$ cat config.mk
export PLATFORM = sky130hd
export DESIGN_NAME = pwm_peripheral_flat
export DESIGN_NICKNAME = d
export VERILOG_FILES = /design/src/rtl/pwm_if.sv /design/src/rtl/pwm_peripheral.sv /design/src/flat_wrapper.sv
export SDC_FILE = /design/constraint.sdc
export NUM_CORES = 1
export LEC_CHECK = 0
export CAP_MARGIN = 30
export CORE_AREA = 10 10 113 115
export CTS_CLUSTER_SIZE = 8
export DETAILED_ROUTE_END_ITERATION = 6
export DIE_AREA = 0 0 123 125
export GPL_TIMING_DRIVEN = 0
export PLACE_DENSITY_LB_ADDON = 0.08
export SLEW_MARGIN = 20
export SYNTH_ARGS = -nofsm -noshare
export SYNTH_HDL_FRONTEND = slang
export SYNTH_SLANG_ARGS = --single-unit
export TNS_END_PERCENT = 1
$ cat constraint.sdc
create_clock -name clk -period 2.8 [get_ports clk]
set_clock_uncertainty 0.05 [all_clocks]
set_input_delay 0.56 -clock clk [delete_from_list [all_inputs] [get_ports clk]]
set_output_delay 0.56 -clock clk [all_outputs]
set_load 0.01 [all_outputs]
$ cat src/rtl/pwm_if.sv
// Configuration and pin-drive bundle between the SPI register block and the PWM peripheral.
interface pwm_if;
    logic [7:0] en_reg_out_7_0;
    logic [7:0] en_reg_out_15_8;
    logic [7:0] en_reg_pwm_7_0;
    logic [7:0] en_reg_pwm_15_8;
    logic [7:0] pwm_duty_cycle;
    logic [7:0] out_7_0;
    logic [7:0] out_15_8;
    logic       period_start;

    modport master (
        output en_reg_out_7_0, en_reg_out_15_8, en_reg_pwm_7_0, en_reg_pwm_15_8,
               pwm_duty_cycle,
        input  out_7_0, out_15_8, period_start
    );

    modport slave (
        input  en_reg_out_7_0, en_reg_out_15_8, en_reg_pwm_7_0, en_reg_pwm_15_8,
               pwm_duty_cycle,
        output out_7_0, out_15_8, period_start
    );
endinterface

$ cat src/rtl/pwm_peripheral.sv
// 16-pin PWM driver: shared 255-step period, per-pin off/static/PWM mode, config
// shadowed once per period so an SPI update never tears a cycle.
module pwm_pin (
    input  logic clk,
    input  logic rst,
    input  logic en_out,
    input  logic en_pwm,
    input  logic pwm,
    output logic q
);
    always_ff @(posedge clk or posedge rst) begin
        if (rst) q <= 1'b0;
        else     q <= en_out & (~en_pwm | pwm);
    end
endmodule

module pwm_peripheral #(
    parameter int CLK_DIV = 13
) (
    input logic   clk,
    input logic   rst,
    pwm_if.slave  bus
);
    localparam int             NUM_LANES = 16;
    localparam int             PW        = (CLK_DIV > 1) ? $clog2(CLK_DIV) : 1;
    localparam logic [PW-1:0]  PS_MAX    = PW'(CLK_DIV - 1);
    localparam logic [7:0]     STEP_MAX  = 8'd254;

    logic [PW-1:0]          prescaler;
    logic [7:0]             step;
    logic                   primed;
    logic [NUM_LANES-1:0]   en_out_sh;
    logic [NUM_LANES-1:0]   en_pwm_sh;
    logic [7:0]             duty_sh;
    logic [NUM_LANES-1:0]   out;
    logic                   tick, wrap, load, pwm;

    // Counters hold at zero until primed so the first period starts cleanly at step 0.
    assign tick = primed && (prescaler == PS_MAX);
    assign wrap = tick && (step == STEP_MAX);
    assign load = !primed || wrap;
    assign pwm  = (step < duty_sh);

    always_ff @(posedge clk or posedge rst) begin
        if (rst) begin
            primed    <= 1'b0;
            prescaler <= '0;
            step      <= '0;
        end else begin
            primed <= 1'b1;
            if (primed) begin
                prescaler <= tick ? '0 : prescaler + PW'(1);
                if (tick) step <= wrap ? 8'd0 : step + 8'd1;
            end
        end
    end

    // On the wrap edge the pins still see the outgoing shadow; new values rule from step 0.
    always_ff @(posedge clk or posedge rst) begin
        if (rst) begin
            en_out_sh <= '0;
            en_pwm_sh <= '0;
            duty_sh   <= '0;
        end else if (load) begin
            en_out_sh <= {bus.en_reg_out_15_8, bus.en_reg_out_7_0};
            en_pwm_sh <= {bus.en_reg_pwm_15_8, bus.en_reg_pwm_7_0};
            duty_sh   <= bus.pwm_duty_cycle;
        end
    end

    for (genvar g = 0; g < NUM_LANES; g++) begin : g_pin
        pwm_pin u_pin (
            .clk    (clk),
            .rst    (rst),
            .en_out (en_out_sh[g]),
            .en_pwm (en_pwm_sh[g]),
            .pwm    (pwm),
            .q      (out[g])
        );
    end

    assign bus.out_7_0      = out[7:0];
    assign bus.out_15_8     = out[15:8];
    assign bus.period_start = primed && (step == 8'd0) && (prescaler == '0);
endmodule

$ cat src/flat_wrapper.sv
// flat-port wrapper written by rule: the top's interface ports become plain ports
module pwm_peripheral_flat 
#(
    parameter int CLK_DIV = 13
)
  (clk, rst, bus_en_reg_out_7_0, bus_en_reg_out_15_8, bus_en_reg_pwm_7_0, bus_en_reg_pwm_15_8, bus_pwm_duty_cycle, bus_out_7_0, bus_out_15_8, bus_period_start);
  pwm_if bus_i ();
  input logic clk;
  input logic rst;
  input wire logic [$bits(bus_i.en_reg_out_7_0)-1:0] bus_en_reg_out_7_0;
  input wire logic [$bits(bus_i.en_reg_out_15_8)-1:0] bus_en_reg_out_15_8;
  input wire logic [$bits(bus_i.en_reg_pwm_7_0)-1:0] bus_en_reg_pwm_7_0;
  input wire logic [$bits(bus_i.en_reg_pwm_15_8)-1:0] bus_en_reg_pwm_15_8;
  input wire logic [$bits(bus_i.pwm_duty_cycle)-1:0] bus_pwm_duty_cycle;
  output wire logic [$bits(bus_i.out_7_0)-1:0] bus_out_7_0;
  output wire logic [$bits(bus_i.out_15_8)-1:0] bus_out_15_8;
  output wire logic [$bits(bus_i.period_start)-1:0] bus_period_start;
  assign bus_i.en_reg_out_7_0 = bus_en_reg_out_7_0;
  assign bus_i.en_reg_out_15_8 = bus_en_reg_out_15_8;
  assign bus_i.en_reg_pwm_7_0 = bus_en_reg_pwm_7_0;
  assign bus_i.en_reg_pwm_15_8 = bus_en_reg_pwm_15_8;
  assign bus_i.pwm_duty_cycle = bus_pwm_duty_cycle;
  assign bus_out_7_0 = bus_i.out_7_0;
  assign bus_out_15_8 = bus_i.out_15_8;
  assign bus_period_start = bus_i.period_start;
  pwm_peripheral #(.CLK_DIV(CLK_DIV)) u_core (.clk(clk), .rst(rst), .bus(bus_i));
endmodule
==> After elaboration in Yosys (flattened, before gate mapping) <==
Cells that the tools add are included.
{ "op_classes": {"add_sub_neg": 2, "order_cmp": 1, "eq_ne": 2, "n_mux": 2, "bitwise": 48, "reduce_logical": 9} }
{ "ops": {"columns": ["operator", "count"], "rows": [
  ["$and A1 B1 Y1", 16],
  ["$not A1 Y1", 16],
  ["$or A1 B1 Y1", 16],
  ["$add A8 B1 Y8 const B", 1],
  ["$eq A8 B8 Y1 const B", 1],
  ["$logic_not A8 Y1", 1],
  ["$lt A8 B8 Y1", 1],
  ["$mux W8", 1],
  ["$add A4 B1 Y4 const B", 1],
  ["$eq A4 B4 Y1 const B", 1],
  ["$logic_and A1 B1 Y1", 4],
  ["$logic_not A4 Y1", 1],
  ["$mux W4", 1],
  ["$reduce_and A2 Y1", 1],
  ["$logic_not A1 Y1", 1],
  ["$logic_or A1 B1 Y1", 1]
]} }
{ "word_totals": {"ff_bits": 69, "input_bits": 42, "output_inout_bits": 17, "elab_cells": 86} }

==> Depth between registers and ports, before layout <==
Gate-level depths: netlist of the first run.
{ "depth": {"word_depth": 4, "mapped_depth": 7, "depth_no_buf": 6} }

==> Hierarchy <==
A second synthesis of the first run with hierarchy kept.
{ "unflattened": {"hier_cells": 254, "area_unflattened_um2": 3281.9} }
{ "modules_own_cells": {"columns": ["mod", "instances", "cells_each", "area_per_inst_um2", "seq_area_each_um2"], "rows": [
  ["pwm_peripheral", 1, 190, 2641.3, 1326.3],
  ["pwm_pin", 16, 4, 40.0, 25.0]
]} }

==> Least setup slack after synthesis of the first run <==
OpenSTA, ideal clock, no wires.
{ "synth_timing": {"kind": "register to register", "from": "reg u_core.prescaler[0]", "to": "reg u_core.en_pwm_sh[10]", "setup_time_ns": 0.125, "arrival_time_ns": 1.769, "t_required_ns": 2.625, "slack_ns": 0.857, "path_stages_with_launch": 8, "n_path_buf": 1, "synth_period_minus_slack_ns": 1.943, "cell_sequence": "dfrtp_1 -> inv_1 -> ha_1 -> nand4_2 -> or2_4 -> o21ai_4 -> buf_6 -> mux2_2"} }
{ "synth_between": {"elab_chain_cells": 4} }
{ "synth_lines": {"columns": ["item", "line", "rtl"], "rows": [
  ["from (decl)", "pwm_peripheral.sv:29", "logic [PW-1:0] prescaler;"],
  ["from (signal assigned)", "pwm_peripheral.sv:52", "prescaler <= tick ? '0 : prescaler + PW'(1);"],
  ["$eq A4 B4 Y1", "pwm_peripheral.sv:39", "assign tick = primed && (prescaler == PS_MAX);"],
  ["$logic_and A1 B1 Y1", "pwm_peripheral.sv:39", null],
  ["$logic_and A1 B1 Y1", "pwm_peripheral.sv:40", "assign wrap = tick && (step == STEP_MAX);"],
  ["$logic_or A1 B1 Y1", "pwm_peripheral.sv:41", "assign load = !primed || wrap;"],
  ["to (signal assigned)", "pwm_peripheral.sv:66", "en_pwm_sh <= {bus.en_reg_pwm_15_8, bus.en_reg_pwm_7_0};"],
  ["to (decl)", "pwm_peripheral.sv:33", "logic [NUM_LANES-1:0] en_pwm_sh;"]
]} }
No other way between the ends.
A chain may end at the register's enable or synchronous reset.

==> Worst setup path after layout of the first run <==
{ "layout_timing": {"from": "reg u_core.step[3]", "to": "out bus_period_start"} }
{ "layout_between": {"elab_chain_cells": 3} }
{ "layout_lines": {"columns": ["item", "line", "rtl"], "rows": [
  ["from (decl)", "pwm_peripheral.sv:30", "logic [7:0] step;"],
  ["from (signal assigned)", "pwm_peripheral.sv:53", "if (tick) step <= wrap ? 8'd0 : step + 8'd1;"],
  ["$logic_not A8 Y1", "pwm_peripheral.sv:84", "assign bus.period_start = primed && (step == 8'd0) && (prescaler == '0);"],
  ["$logic_and A1 B1 Y1 (2 in series)", "pwm_peripheral.sv:84", null],
  ["to (decl)", "flat_wrapper.sv:17", "output wire logic [$bits(bus_i.period_start)-1:0] bus_period_start;"]
]} }
No other way between the ends.

==> key figures, run 1 <==
Synth
  – Commonest cells post-synth: 69 x dfrtp_1, 38 x mux2_2, 29 x inv_1
  – Post-Syn Area per Cell: 12.31 um2
  – Synth unique cells: 33
  – Adder-Cell Fraction of Synth Area: 0.04878
  – Largest family of logic cells by synthesized area: multiplexers
  – Simple-gate portion of the synthesized area: 0.05569
  – Synth area leader: dfrtp_1
  – Mapped Nets: just over 300
  – Async SR Flop Fraction: 1.000
  – Post-synthesis xor/xnor area fraction: 0.01138
  – Mapped Area: 3078 um2
  – Post-synthesis compound-gate area fraction: 0.08049
  – Flops & latches, synth: just under 70
  – Synth top area share: 0.5610
  – Post-synth EDFFs: 0
  – Cells after synthesis: 250
  – Multiplexer share of the synthesized area: 0.1463
  – Warnings from Yosys: 0
  – Main synth FF type: dfrtp_1
  – Register area share after synthesis: 0.5610
  – Synth area leaders: dfrtp_1 56%, mux2_2 14%, ha_1 4.9%, buf_4 4.1%, inv_1 3.5%
  – Most frequent cell after synthesis: dfrtp_1

Place
  – Gpl congestion: between 0.7 and 0.8
  – Dpl hpwl: about 4800 um
  – IO Port Bufs: 58

Route
  – Routed WL per cell: 14.40 um
  – 1st-pass router iterations: 4
  – DRC: 0
  – Final ANT Viol Nets: 0
  – Total number of vias: approximately 2000
  – Drt via density: 4.323
  – Drt initial violations: between 80 and 90
  – WL final: between 6000 and 7000 um

Finish
  – Layout area overhead: 31.63%
  – Antenna cells: 0
  – Register area: around 1700 um2
  – Share of cells above drive strength 1: 0.2469
  – Area of the multi-input gates: about 1100 um2
  – Nets: between 300 and 400
  – Final Core Density: 0.3821
  – Filler cells: around 1000

Power and ir drop
  – Static Leak: approximately 1.8 nW
  – Sw frac: 0.2770
  – Register share of total power: 0.484
  – Comb pwr share: 0.194
  – Internal Pwr Total: approximately 0.0018 W
  – Pwr dens: 608.6 nW/um2
  – NetSw: between 0.0006 and 0.0007 W
  – Clk pwr share: 0.322
  – Peak supply drop: 0.1998 mV

STA
  – Max Clk Rate: around 380 MHz
  – Final Cycle Share: 0.9469
  – Min cycle time layout: ~2.7 ns
  – Worst hold slack: ~0.38 ns
  – RSZ-0062 raised after global routing: false
  – Slew HR: 0.5145
  – Actual slew at the worst max-slew pin: about 0.73 ns
  – Pins Over Slew Limit: 0
  – Final setup viols: 0
  – Final Hold Fails: 0
  – Setup TNS: 0 ns

Clocking
  – Total setup buffers inserted after CTS: 0
  – CTS Root Cell: clkbuf_8
  – Inserted Clock Buffers: 9
  – Clock-pin slew on the worst setup and hold paths: roughly 0.08 ns
  – H-tree lvl count: 3
  – Sink Count: 69
  – CTS tree: done
  – # hold bufs at CTS: 0
  – Skew-Pair Late Insertion Delay: around 0.34 ns
  – CTS max path bufs: 2

Job
  – Max-Cap Viols: 0

Floorplan
  – Die width: 123 um
  – Initial core utilization: 0.2903
  – Core Area: around 11000 um2
  – Die H: between 100 and 150 um
  – # rows: 38
  – Die area: ~15000 um2
  – I/O Pins: 59

Outcome
  – Status: complete, no violations

GRT
  – Global-route wire length before repair: roughly 11000 um
  – Congestion Overflow GR: 0
  – GRT Resource Usage Total: 0.09019
  – Largest net degree at the start of global routing: 38
  – Vias in the first global route: approximately 2000
  – Initial antenna violation count: 0

Critical path
  – Max FO, Critical Path: 6
  – Worst Path Required: 2.19 ns
  – Critical path type: reg2out
  – Worst setup SP type: flop
  – Worst EP arrival: approximately 2 ns
  – Worst Setup End Kind: primary output
  – Worst Setup SP: u_core.step[3]
  – FF-to-FF Start: u_core.step[2]

Min path
  – Hold Path Origin: u_core.en_pwm_sh[1]
  – Worst min path class: reg2reg
[flip-flops by register name (all words and copies together) (netlist names)]
signal,cells
u_core.en_out_sh,16
u_core.en_pwm_sh,16
u_core.g_pin.u_pin.q,16
u_core.duty_sh,8
u_core.step,8
u_core.prescaler,4
u_core.primed,1
[power groups by stage]
stage	clock, W	combinational [W]	sequential, W
after global routing	0.000873	0.000543	0.00121
after global placement	0	0.000484	0.00121
final	0.000794	0.000479	0.00119
after CTS	0.000831	0.000493	0.00119
after detailed placement	0	0.000492	0.00121
after floorplan	0	0.000305	0.00119
[metrics by stage]
step | worst slack [ns] | cell area (um2) | std cells | total power, W
4_1_cts | 0.1193 | 4045 | 464 | 0.002517
5_1_grt | 0.03925 | 4051 | 464 | 0.002625
3_5_place_dp | 0.4326 | 3856 | 449 | 0.001705
2_1_floorplan | 0.4501 | 3078 | 250 | 0.001497
3_3_place_gp | -0.9237 | 3834 | 448 | 0.001695
6_report | 0.1487 | 4051 | 464 | 0.002466
[layout by cell type (no fill, tap or decap), drive strengths merged, types with 2 or more instances in the layout]
| master | n |
|---|---|
| o41ai | 2 |
| inv | 29 |
| ha | 12 |
| nor2 | 5 |
| nor3 | 2 |
| dfrtp | 69 |
| a31oi | 17 |
| xor2 | 4 |
| clkdlybuf4s50 | 58 |
| clkinvlp | 4 |
| clkbuf | 12 |
| o21ai | 12 |
| buf | 22 |
| mux2 | 40 |
| nand4 | 5 |
| nand3 | 4 |
| a21oi | 3 |
| nand2 | 9 |
[final timing paths]
check	slack, ns	depth (start not counted)	end
max	0.15	4	bus_period_start
min	0.38	1	u_core.g_pin[1].u_pin.q
max reg2reg	0.48	5	u_core.g_pin[10].u_pin.q
min reg2reg	0.38	1	u_core.g_pin[1].u_pin.q
max in group asynchronous	1.59	3	u_core.en_out_sh[7]
min in group asynchronous	0.55	2	u_core.step[0]
[final cells by class]
| class | count | area share |
|---|---|---|
| Inverter | 29 | 0.02749 |
| Multi-Input combinational cell | 128 | 0.2628 |
| Sequential cell | 69 | 0.4262 |
| Tap cell | 140 | 0.04324 |
| Buffer | 24 | 0.04540 |
| Clock inverter | 6 | 0.01606 |
| Clock buffer | 9 | 0.03057 |
| Timing Repair Buffer | 59 | 0.1482 |
[per-layer routing]
layer  vias up  global-route usage  wire (um)
li1        987                   -          -
met1       967              0.1182       3064
met2        42              0.1321       3086
met3        10             0.02745        424
met4         0             0.04318        106
met5         -                   0          0
[critical path, cell delays in order, from the launching register on]
cell,delay [ns]
dfrtp_1,0.46
nor4_2,0.35
nand2_1,0.10
nor3_1,0.21
clkdlybuf4s50_1,0.58
[repair_timing]
action | in CTS | in global routing
endpoints found under the hold margin | 0 | 0
resized for setup | 0 | 1
setup endpoints to repair | 0 | 1
[kinds of logic (layout without fill, tap and decap cells)]
logic type,after synthesis,after routing
mux,40,40
fa+ha+maj,12,12
compound gates,39,39
buf+inv,53,127
simple gates,32,32
flops,69,69
xor+xnor,4,4
other cells,1,1
No activity file was read; power rests on OpenSTA's default activity.
==> run 2: changes to the inputs <==
--- a/config.mk
+++ b/config.mk
@@ -12,6 +12,7 @@
 export DIE_AREA = 0 0 123 125
 export GPL_TIMING_DRIVEN = 0
 export PLACE_DENSITY_LB_ADDON = 0.08
+export SETUP_SLACK_MARGIN = 0.2
 export SLEW_MARGIN = 20
 export SYNTH_ARGS = -nofsm -noshare
 export SYNTH_HDL_FRONTEND = slang
==> run 2 against run 1 <==
Global-route usage barely moved; via count unchanged; total power about the same; largest cell class unchanged; routed wire length hardly changed; die area did not move; count of clock-buffer cells in the layout did not move; critical path depth unchanged; first-iteration DRC count unchanged; combinational power barely moved; cell count is the same; flip-flop and latch count stayed put.
==> key figures, run 2 (synthesis results as in run 1) <==
Finish
  – Layout area overhead: 31.59% (about the same)
  – Nets: 374 (unchanged)
  – Most common cell after layout, fill and taps aside: dfrtp_1
  – Design Area, Final: 4050 um2 (about the same)
  – Largest regs: u_core.en_out_sh x16, u_core.en_pwm_sh x16, u_core.g_pin.u_pin.q x16
  – Commonest cells after routing, fill and taps aside: 69 x dfrtp_1, 57 x clkdlybuf4s50_1, 38 x mux2_2
  – Share of cells above drive strength 1: 0.2469 (unchanged)
  – Antenna cells: 0 (unchanged)
  – Filler cells: 1041 (+0.096%)

Power and ir drop
  – Peak supply drop: 0.1998 mV (unchanged)
  – Static Leak: 1.801 nW (+0.25%)
  – Register share of total power: 0.484 (about the same)
  – Sw frac: 0.2772 (about the same)
  – NetSw: 0.0006829 W (about the same)
  – Clk pwr share: 0.322 (about the same)
  – Pwr dens: 608.2 nW/um2 (about the same)
  – Internal Pwr Total: 0.001781 W (-0.11%)
  – Comb pwr share: 0.194 (about the same)

GRT
  – Congestion Overflow GR: 0 (unchanged)
  – GR Layer Usage met3: 0.02745 (unchanged)
  – Initial antenna violation count: 0 (unchanged)
  – Largest net degree at the start of global routing: 38 (unchanged)
  – Vias in the first global route: 2058 (+0.59%)
  – GRT Resource Usage Total: 0.09047 (+0.0002772)
  – GRT busiest layer: met2
  – GR Layer Usage met2: 0.1336 (+0.001576)
  – Global-route wire length before repair: 10780 um (+0.25%)
  – Met1 Usage GRT: 0.1177 (-0.0005460)

Clocking
  – H-tree lvl count: 3 (unchanged)
  – CTS tree: done
  – Inserted Clock Buffers: 9 (unchanged)
  – CTS Root Cell: clkbuf_8
  – CTS max path bufs: 2 (unchanged)
  – Sink Count: 69 (unchanged)
  – # hold bufs at CTS: 0 (unchanged)
  – Clock-pin slew on the worst setup and hold paths: 0.08 ns (about the same)
  – Skew-Pair Late Insertion Delay: 0.34 ns (about the same)

Floorplan
  – Core Area: 10600 um2 (unchanged)
  – Die H: 125 um (unchanged)
  – Die width: 123 um (unchanged)
  – # rows: 38 (unchanged)
  – Die area: 15380 um2 (unchanged)
  – Initial core utilization: 0.2903 (unchanged)
  – I/O Pins: 59 (unchanged)

STA
  – Slew HR: 0.5145 (unchanged)
  – Actual slew at the worst max-slew pin: 0.7251 ns (unchanged)
  – Worst hold slack: 0.3823 ns (unchanged)
  – Final Hold Fails: 0 (unchanged)
  – Min cycle time layout: 2.362 ns (-0.2896 ns)
  – RSZ-0062 raised after global routing: false
  – Final Cycle Share: 0.8434 (-0.1034)
  – Max Clk Rate: 423.4 MHz (+12%)
  – Final setup viols: 0 (unchanged)
  – Pins Over Slew Limit: 0 (unchanged)

Job
  – Max-Cap Viols: 0 (unchanged)

Route
  – Drt via density: 4.323 (unchanged)
  – DRC: 0 (unchanged)
  – 1st-pass router iterations: 4 (unchanged)
  – Drt initial violations: 81 (unchanged)
  – Final ANT Viol Nets: 0 (unchanged)
  – Routed WL per cell: 14.40 um (about the same)
  – WL final: 6682 um (about the same)
  – Total number of vias: 2006 (unchanged)

Critical path
  – Worst EP arrival: 1.75 ns (-0.29 ns)
  – Worst setup SP type: flop
  – Critical path type: reg2out
  – Worst Setup End Kind: primary output
  – Worst Path Required: 2.19 ns (about the same)
  – Max FO, Critical Path: 6 (unchanged)

Outcome
  – Status: complete, no violations

Place
  – IO Port Bufs: 58 (unchanged)
  – Gpl congestion: 0.7297 (unchanged)
  – Dpl hpwl: 4791 um (unchanged)
  – Placed inst area: 3856 um2 (unchanged)

Min path
  – Worst min path class: reg2reg
-- run 2: per-stage QoR --
stage	utilization	total power, W	worst slack (ns)	setup TNS (ns)	instances
6_report	0.3820	0.002463	0.4384	0	464
5_1_grt	0.3820	0.002623	0.2472	0	464
4_1_cts	0.3820	0.002515	0.4100	0	464
3_5_place_dp	0.3637	0.001705	0.4326	0	449
3_3_place_gp	0.3616	0.001695	-0.9237	-63.33	448
2_1_floorplan	-	0.001497	0.4501	0	250
-- run 2: per-layer routing --
metal | share of wire | vias up
li1 | - | 987
met1 | 0.46 | 967
met2 | 0.46 | 42
met3 | 0.063 | 10
met4 | 0.016 | 0
met5 | 0 | -
-- run 2: area by class of cell --
type / instances / area (um2) / share of cell area
clock inverters: 6 / 65.06 / 0.01606
flip-flops and latches: 69 / 1727 / 0.4263
repair buffers: 59 / 599.3 / 0.1480
clock buffers: 9 / 123.9 / 0.03058
inverters: 29 / 111.4 / 0.02749
plain buffers: 24 / 183.9 / 0.04541
well taps: 140 / 175.2 / 0.04325
multi-input cells: 128 / 1065 / 0.2629
-- run 2: repair_timing --
item	4_1_cts	5_1_grt
resized for setup	2	0
setup endpoints to repair	1	0
setup buffers	0	0
-- run 2: power groups by stage --
stage / Sequential (W) / Clock (W) / Combinational (W)
2_1_floorplan: 0.00119 / 0 / 0.000305
3_3_place_gp: 0.00121 / 0 / 0.000484
3_5_place_dp: 0.00121 / 0 / 0.000492
4_1_cts: 0.00119 / 0.000831 / 0.000491
5_1_grt: 0.00121 / 0.000873 / 0.000541
6_report: 0.00119 / 0.000794 / 0.000477
-- run 2: path summary, 6_finish.rpt --
| path | start | to | slack, ns | cells after the start |
|---|---|---|---|---|
| setup / recovery | u_core.step[3] | bus_period_start | 0.44 | 4 |
| hold / removal | u_core.en_pwm_sh[1] | u_core.g_pin[1].u_pin.q | 0.38 | 1 |
| setup reg to reg | u_core.step[2] | u_core.g_pin[10].u_pin.q | 0.48 | 5 |
| hold reg to reg | u_core.en_pwm_sh[1] | u_core.g_pin[1].u_pin.q | 0.38 | 1 |
| max in group asynchronous | rst | u_core.en_out_sh[7] | 1.59 | 3 |
| min in group asynchronous | rst | u_core.step[0] | 0.55 | 2 |
-- run 2: critical path, stage by stage (launching register included) --
cell	delay [ns]
dfrtp_1	0.46
nor4_2	0.35
nand2_1	0.10
nor3_1	0.20
dlygate4sd2_1	0.30
==> run 3: changes to the inputs <==
==> constraint.sdc (replaced) <==
create_clock -name clk -period 1.93 [get_ports clk]
set_clock_uncertainty 0.05 [all_clocks]
set_input_delay 0.386 -clock clk [delete_from_list [all_inputs] [get_ports clk]]
set_output_delay 0.386 -clock clk [all_outputs]
set_load 0.01 [all_outputs]
==> run 3 against run 2 <==
Total power rose by 54%; critical path type is now reg2reg; core utilization rose by 4.6 points; flip-flop and latch count did not move; largest power group unchanged; the flow now finishes with violations (negative setup slack); sequential share of layout area decreased by 4.4 points; sequential power grew 47%; non-clock buffer count grew 20.
==> key figures, run 3 (synthesis results as in run 1) <==
Outcome
  – Status: complete, but fails checks
  – Violated checks: negative setup slack

Power and ir drop
  – Clk pwr share: 0.293 (-0.029)
  – Sw frac: 0.2735 (-0.003702)
  – Comb pwr share: 0.245 (+0.051)
  – Register share of total power: 0.461 (-0.023)
  – Pwr dens: 836.2 nW/um2 (+37%)
  – Static Leak: 2.150 nW (+19%)
  – Peak supply drop: 0.3422 mV (+71%)
  – Internal Pwr Total: 0.002757 W (+55%)
  – NetSw: 0.001038 W (+52%)

Critical path
  – Worst setup SP type: flop
  – Worst Path Required: 2.10 ns (-0.09 ns)
  – Worst Setup End Kind: flop
  – Worst EP arrival: 2.13 ns (+0.38 ns)
  – Critical path type: reg2reg
  – Max FO, Critical Path: 5 (-1)

Floorplan
  – I/O Pins: 59 (unchanged)
  – Core Area: 10600 um2 (unchanged)
  – Initial core utilization: 0.2903 (unchanged)
  – Die area: 15380 um2 (unchanged)
  – # rows: 38 (unchanged)
  – Die H: 125 um (unchanged)
  – Die width: 123 um (unchanged)

Route
  – 1st-pass router iterations: 4 (unchanged)
  – Routed wl met2: 3540 um (+15%)
  – Drt initial violations: 123 (+52%)
  – Final ANT Viol Nets: 0 (unchanged)
  – DRC: 0 (unchanged)
  – WL final: 7425 um (+11%)
  – Max layer used: met4
  – Drt via density: 4.447 (+2.9%)
  – Routed WL per cell: 15.37 um (+6.7%)
  – Total number of vias: 2148 (+7.1%)
  – Met3 wire length: 371 um (-12%)
  – M1 WL: 3386 um (+11%)

Place
  – Dpl hpwl: 4841 um (+1.1%)
  – Gpl congestion: 0.7402 (+1.4%)
  – Placed cell count: 450 (+0.22%)
  – IO Port Bufs: 58 (unchanged)

STA
  – Max Clk Rate: between 500 and 600 MHz
  – Setup TNS: -0.1263 ns (-0.1263 ns)
  – Final Hold Fails: 0 (unchanged)
  – Min cycle time layout: between 1.5 and 2 ns
  – Final Cycle Share: 1.012
  – Final setup viols: 12 (+12)
  – Pins Over Slew Limit: 0 (unchanged)
  – RSZ-0062 raised after global routing: true
  – Final worst slack: -0.02293 ns (-0.4613 ns)

GRT
  – GRT Resource Usage Total: 0.09956 (+0.009084)
  – Congestion Overflow GR: 0 (unchanged)
  – Largest net degree at the start of global routing: 28 (-26%)
  – Initial antenna violation count: 0 (unchanged)
  – Global-route wire length before repair: 12220 um (+13%)
  – Vias in the first global route: 2324 (+13%)

Finish
  – Commonest cells after routing, fill and taps aside: 62 x dfrtp_1, 46 x buf_4, 41 x clkdlybuf4s50_1
  – Area of the multi-input gates: 1292 um2 (+21%)
  – Largest regs: u_core.en_out_sh x16, u_core.en_pwm_sh x16, u_core.g_pin.u_pin.q x16
  – Antenna cells: 0 (unchanged)
  – Final cell count without fillers: 483 (+4.1%)
  – Share of cells above drive strength 1: 0.4140 (+0.1671)
  – Nets: 394 (+5.3%)
  – Filler cells: 996 (-4.3%)
  – Most common cell after layout, fill and taps aside: dfrtp_1
  – Register area: 1735 um2 (+0.51%)
  – Layout area overhead: 47.44%

Clocking
  – Clock-pin slew on the worst setup and hold paths: 0.07 ns (about the same)
  – CTS tree: done
  – # hold bufs at CTS: 0 (unchanged)
  – H-tree lvl count: 3 (unchanged)
  – Skew-Pair Late Insertion Delay: 0.34 ns (about the same)
  – CTS Root Cell: clkbuf_8
  – CTS max path bufs: 2 (unchanged)
  – Inserted Clock Buffers: 9 (unchanged)
  – Sink Count: 69 (unchanged)

Min path
  – Worst min path class: in2async

Job
  – Max-Cap Viols: 0 (unchanged)
[run 3: layout make-up]
type,instances,share of cell area
buffer,24,0.05266
timing repair buffer,79,0.1762
inverter,29,0.02481
multi-input combinational,128,0.2848
tap,140,0.03860
clock buffer,13,0.03943
clock inverter,1,0.001103
sequential,69,0.3824
[run 3: metal layers]
layer	vias to the layer above	track usage
met2	44	0.1535
met3	12	0.03195
met1	1061	0.1264
met4	0	0.03838
met5	-	0
li1	1031	-
[run 3: through the flow]
| stage | instance area (um2) | hold WS (ns) | util | total power, W | worst slack, ns |
|---|---|---|---|---|---|
| 2_1_floorplan | 3082 | 0.3659 | - | 0.002173 | -0.01346 |
| 6_report | 4538 | 0.3536 | 0.4280 | 0.003795 | -0.02293 |
| 3_5_place_dp | 3877 | 0.3813 | 0.3657 | 0.002477 | -0.4657 |
| 3_3_place_gp | 3837 | 0.3780 | 0.3619 | 0.002459 | -0.4854 |
| 4_1_cts | 4468 | 0.3650 | 0.4214 | 0.003807 | -0.04609 |
| 5_1_grt | 4538 | 0.3874 | 0.4280 | 0.004005 | -0.08805 |
[run 3: repair_timing]
item	in CTS	in global routing
setup buffers	14	3
resized for setup	92	16
cloned	2	0
pin swaps	6	7
endpoints found under the setup margin	79	63
[run 3: path summary, 6_finish.rpt]
kind,cells past startpoint,end,slack (ns),from
hold reg to reg,1,u_core.g_pin[15].u_pin.q,0.39,u_core.en_pwm_sh[15]
max in group asynchronous,4,u_core.g_pin[12].u_pin.q,0.78,rst
min in group clk,1,u_core.g_pin[15].u_pin.q,0.39,u_core.en_pwm_sh[15]
setup / recovery,8,u_core.en_pwm_sh[10],-0.02,u_core.step[5]
hold / removal,2,u_core.en_out_sh[8],0.35,rst
setup reg to reg,8,u_core.en_pwm_sh[10],-0.02,u_core.step[5]
[run 3: power groups by stage]
stage          Combinational, W  Clock, W  Sequential [W]
2_1_floorplan          0.000443         0         0.00173
3_3_place_gp           0.000702         0         0.00176
3_5_place_dp           0.000719         0         0.00176
4_1_cts                0.000917   0.00115         0.00174
5_1_grt                 0.00102   0.00121         0.00178
6_report               0.000932   0.00111         0.00175
[run 3: worst max-delay path, stage by stage (launching register included)]
cell     delay, ns
dfrtp_2       0.41
buf_6         0.11
nand4_1       0.15
or2_4         0.30
o21ai_4       0.14
buf_12        0.15
buf_12        0.11
buf_8         0.12
mux2_4        0.30
==> variant, RTL diff (settings of run 2) <==
`CLK_DIV` is set to 13 in 2 places; all go to 15.
--- a/src/rtl/pwm_peripheral.sv
+++ b/src/rtl/pwm_peripheral.sv
@@ -17,3 +17,3 @@
 module pwm_peripheral #(
-    parameter int CLK_DIV = 13
+    parameter int CLK_DIV = 15
 ) (
--- a/src/flat_wrapper.sv
+++ b/src/flat_wrapper.sv
@@ -3,3 +3,3 @@
 #(
-    parameter int CLK_DIV = 13
+    parameter int CLK_DIV = 15
 )
Formal check against the unedited RTL: same outputs for any inputs over 10 cycles, from zero or initial values and one cycle with rst high; that may be too few to reach the edited logic, so the function may still have changed.
==> variant against run 2 <==
Global-route usage rose by 0.25 points; final area increased by 1.1%; critical path type unchanged; sequential share of layout area shrank 0.47 points; highest routed layer unchanged; synthesized area up 0.53%; total power rose by 4.9%; routed wire length up 1.2%; sequential cell count is the same; worst setup slack improved by 0.0071 ns.
==> variant: results (changes against run 2) <==
\begin{tabular}{lr}
\hline
Metric & Value \\
\hline
\multicolumn{2}{l}{\textbf{Placement}} \\
Detailed Place HPWL & 4.80 mm (+0.15\%) \\
RePlAce Congestion & 0.761 (+4.3\%) \\
\multicolumn{2}{l}{\textbf{Setup path}} \\
Minimum setup slack among reg-to-reg paths & 0.51 ns (+0.03 ns) \\
R2R cell count & 6 (+1) \\
Crit Reg-Reg Endpoint & u\_core.g\_pin[1].u\_pin.q\$\_DFF\_PP0\_ \\
Worst-path fanout max & 5 (-1) \\
Maximum single-stage delay on the critical path & 0.40 ns (-0.06 ns) \\
\multicolumn{2}{l}{\textbf{Synth}} \\
Portion of netlist area occupied by mux cells & 0.146 (-0.000769) \\
Portion of the post-synthesis area used by sequential elements & 0.558 (-0.00295) \\
Cell types with the largest area share after synthesis & sky130\_fd\_sc\_hd\_\_dfrtp\_1 (56\%), sky130\_fd\_sc\_hd\_\_mux2\_2 (14\%), sky130\_fd\_sc\_hd\_\_ha\_1 (5.3\%) \\
XOR/XNOR share of the synthesized area & 0.0113 (-0.0000598) \\
Mapped Nets & 305 (+0.33\%) \\
Synthesized-area fraction occupied by adder cells & 0.0526 (+0.00379) \\
\multicolumn{2}{l}{\textbf{Detailed routing}} \\
Via density per instance & 4.42 (+2.3\%) \\
Count of routing violations after the opening detailed-route iteration & 93 (+15\%) \\
\multicolumn{2}{l}{\textbf{Cells and area}} \\
Fraction of final layout cells sized beyond drive strength 1 & 0.246 (-0.000760) \\
Number of nets in the layout & 375 (+0.27\%) \\
Number of inserted filler cells in the final layout & 1,036 (-0.48\%) \\
\multicolumn{2}{l}{\textbf{Clock network}} \\
Cells resized by post-CTS repair & 1 (-1) \\
\multicolumn{2}{l}{\textbf{Power and ir drop}} \\
Cell leakage power & 1.84 nW (+2.2\%) \\
IR drop worst, VDD & 0.000180 V (-9.7\%) \\
\multicolumn{2}{l}{\textbf{Global routing}} \\
Tot GR Track Use & 0.0930 (+0.00252) \\
Global routing met2 resource utilization & 0.144 (+0.0104) \\
Met1 layer usage reported by global route & 0.115 (-0.00236) \\
Largest net degree at the start of global routing & 52 (+37\%) \\
First-pass GRT wire length & 11.2 mm (+3.6\%) \\
\multicolumn{2}{l}{\textbf{Outcome}} \\
Status & complete, no violations \\
\multicolumn{2}{l}{\textbf{STA}} \\
Actual slew at the worst max-slew pin & 0.752 ns (+0.0273 ns) \\
\hline
\end{tabular}
==> variant: kinds of logic after synthesis <==
logic type	after synthesis
adder cells (fa/ha/maj)	13
XOR/XNOR	4
AO/OA/AOI/OAI	39
other	1
flip-flops	69
buffers and inverters	53
AND/OR/NAND/NOR	31
multiplexers	40
==> variant: report_power, final <==
part / internal [mW] / leakage, nW / switching, mW
combinational: 0.273 / 0.905 / 0.225
clock: 0.502 / 0.110 / 0.385
sequential: 1.12 / 0.826 / 0.0824
==> variant: critical path: cells and delay by family, from the launching register on <==
family                   cells  cell delay [ns]
adder cells (fa/ha/maj)      1             0.17
AND/OR/NAND/NOR              2             0.43
buffers and inverters        2             0.41
flip-flops                   1             0.40
==> variant: area by class of cell <==
| type | instances | area [um^2] | share of cell area |
|---|---|---|---|
| well taps | 140 | 175 | 0.0428 |
| plain buffers | 24 | 185 | 0.0452 |
| clock buffers | 10 | 128 | 0.0312 |
| clock inverters | 6 | 87.6 | 0.0214 |
| multi-input cells | 128 | 1070 | 0.262 |
| inverters | 29 | 111 | 0.0272 |
| flip-flops and latches | 69 | 1730 | 0.422 |
| repair buffers | 59 | 607 | 0.148 |
==> variant: per-stage QoR <==
step | instances | instance area, um^2 | setup WS [ns] | util | TNS (ns)
after floorplan | 250 | 3090 | 0.450 | - | 0
after global placement | 448 | 3850 | -0.939 | 0.363 | -64.35
after detailed placement | 449 | 3880 | 0.385 | 0.366 | 0
after CTS | 465 | 4090 | 0.385 | 0.386 | 0
after global routing | 465 | 4100 | 0.284 | 0.386 | 0
final | 465 | 4100 | 0.445 | 0.386 | 0
==> variant: metal layers <==
layer	part of all wire	up-vias
li1	-	995
met5	0	-
met3	0.052	12
met2	0.48	38
met1	0.45	1012
met4	0.018	0
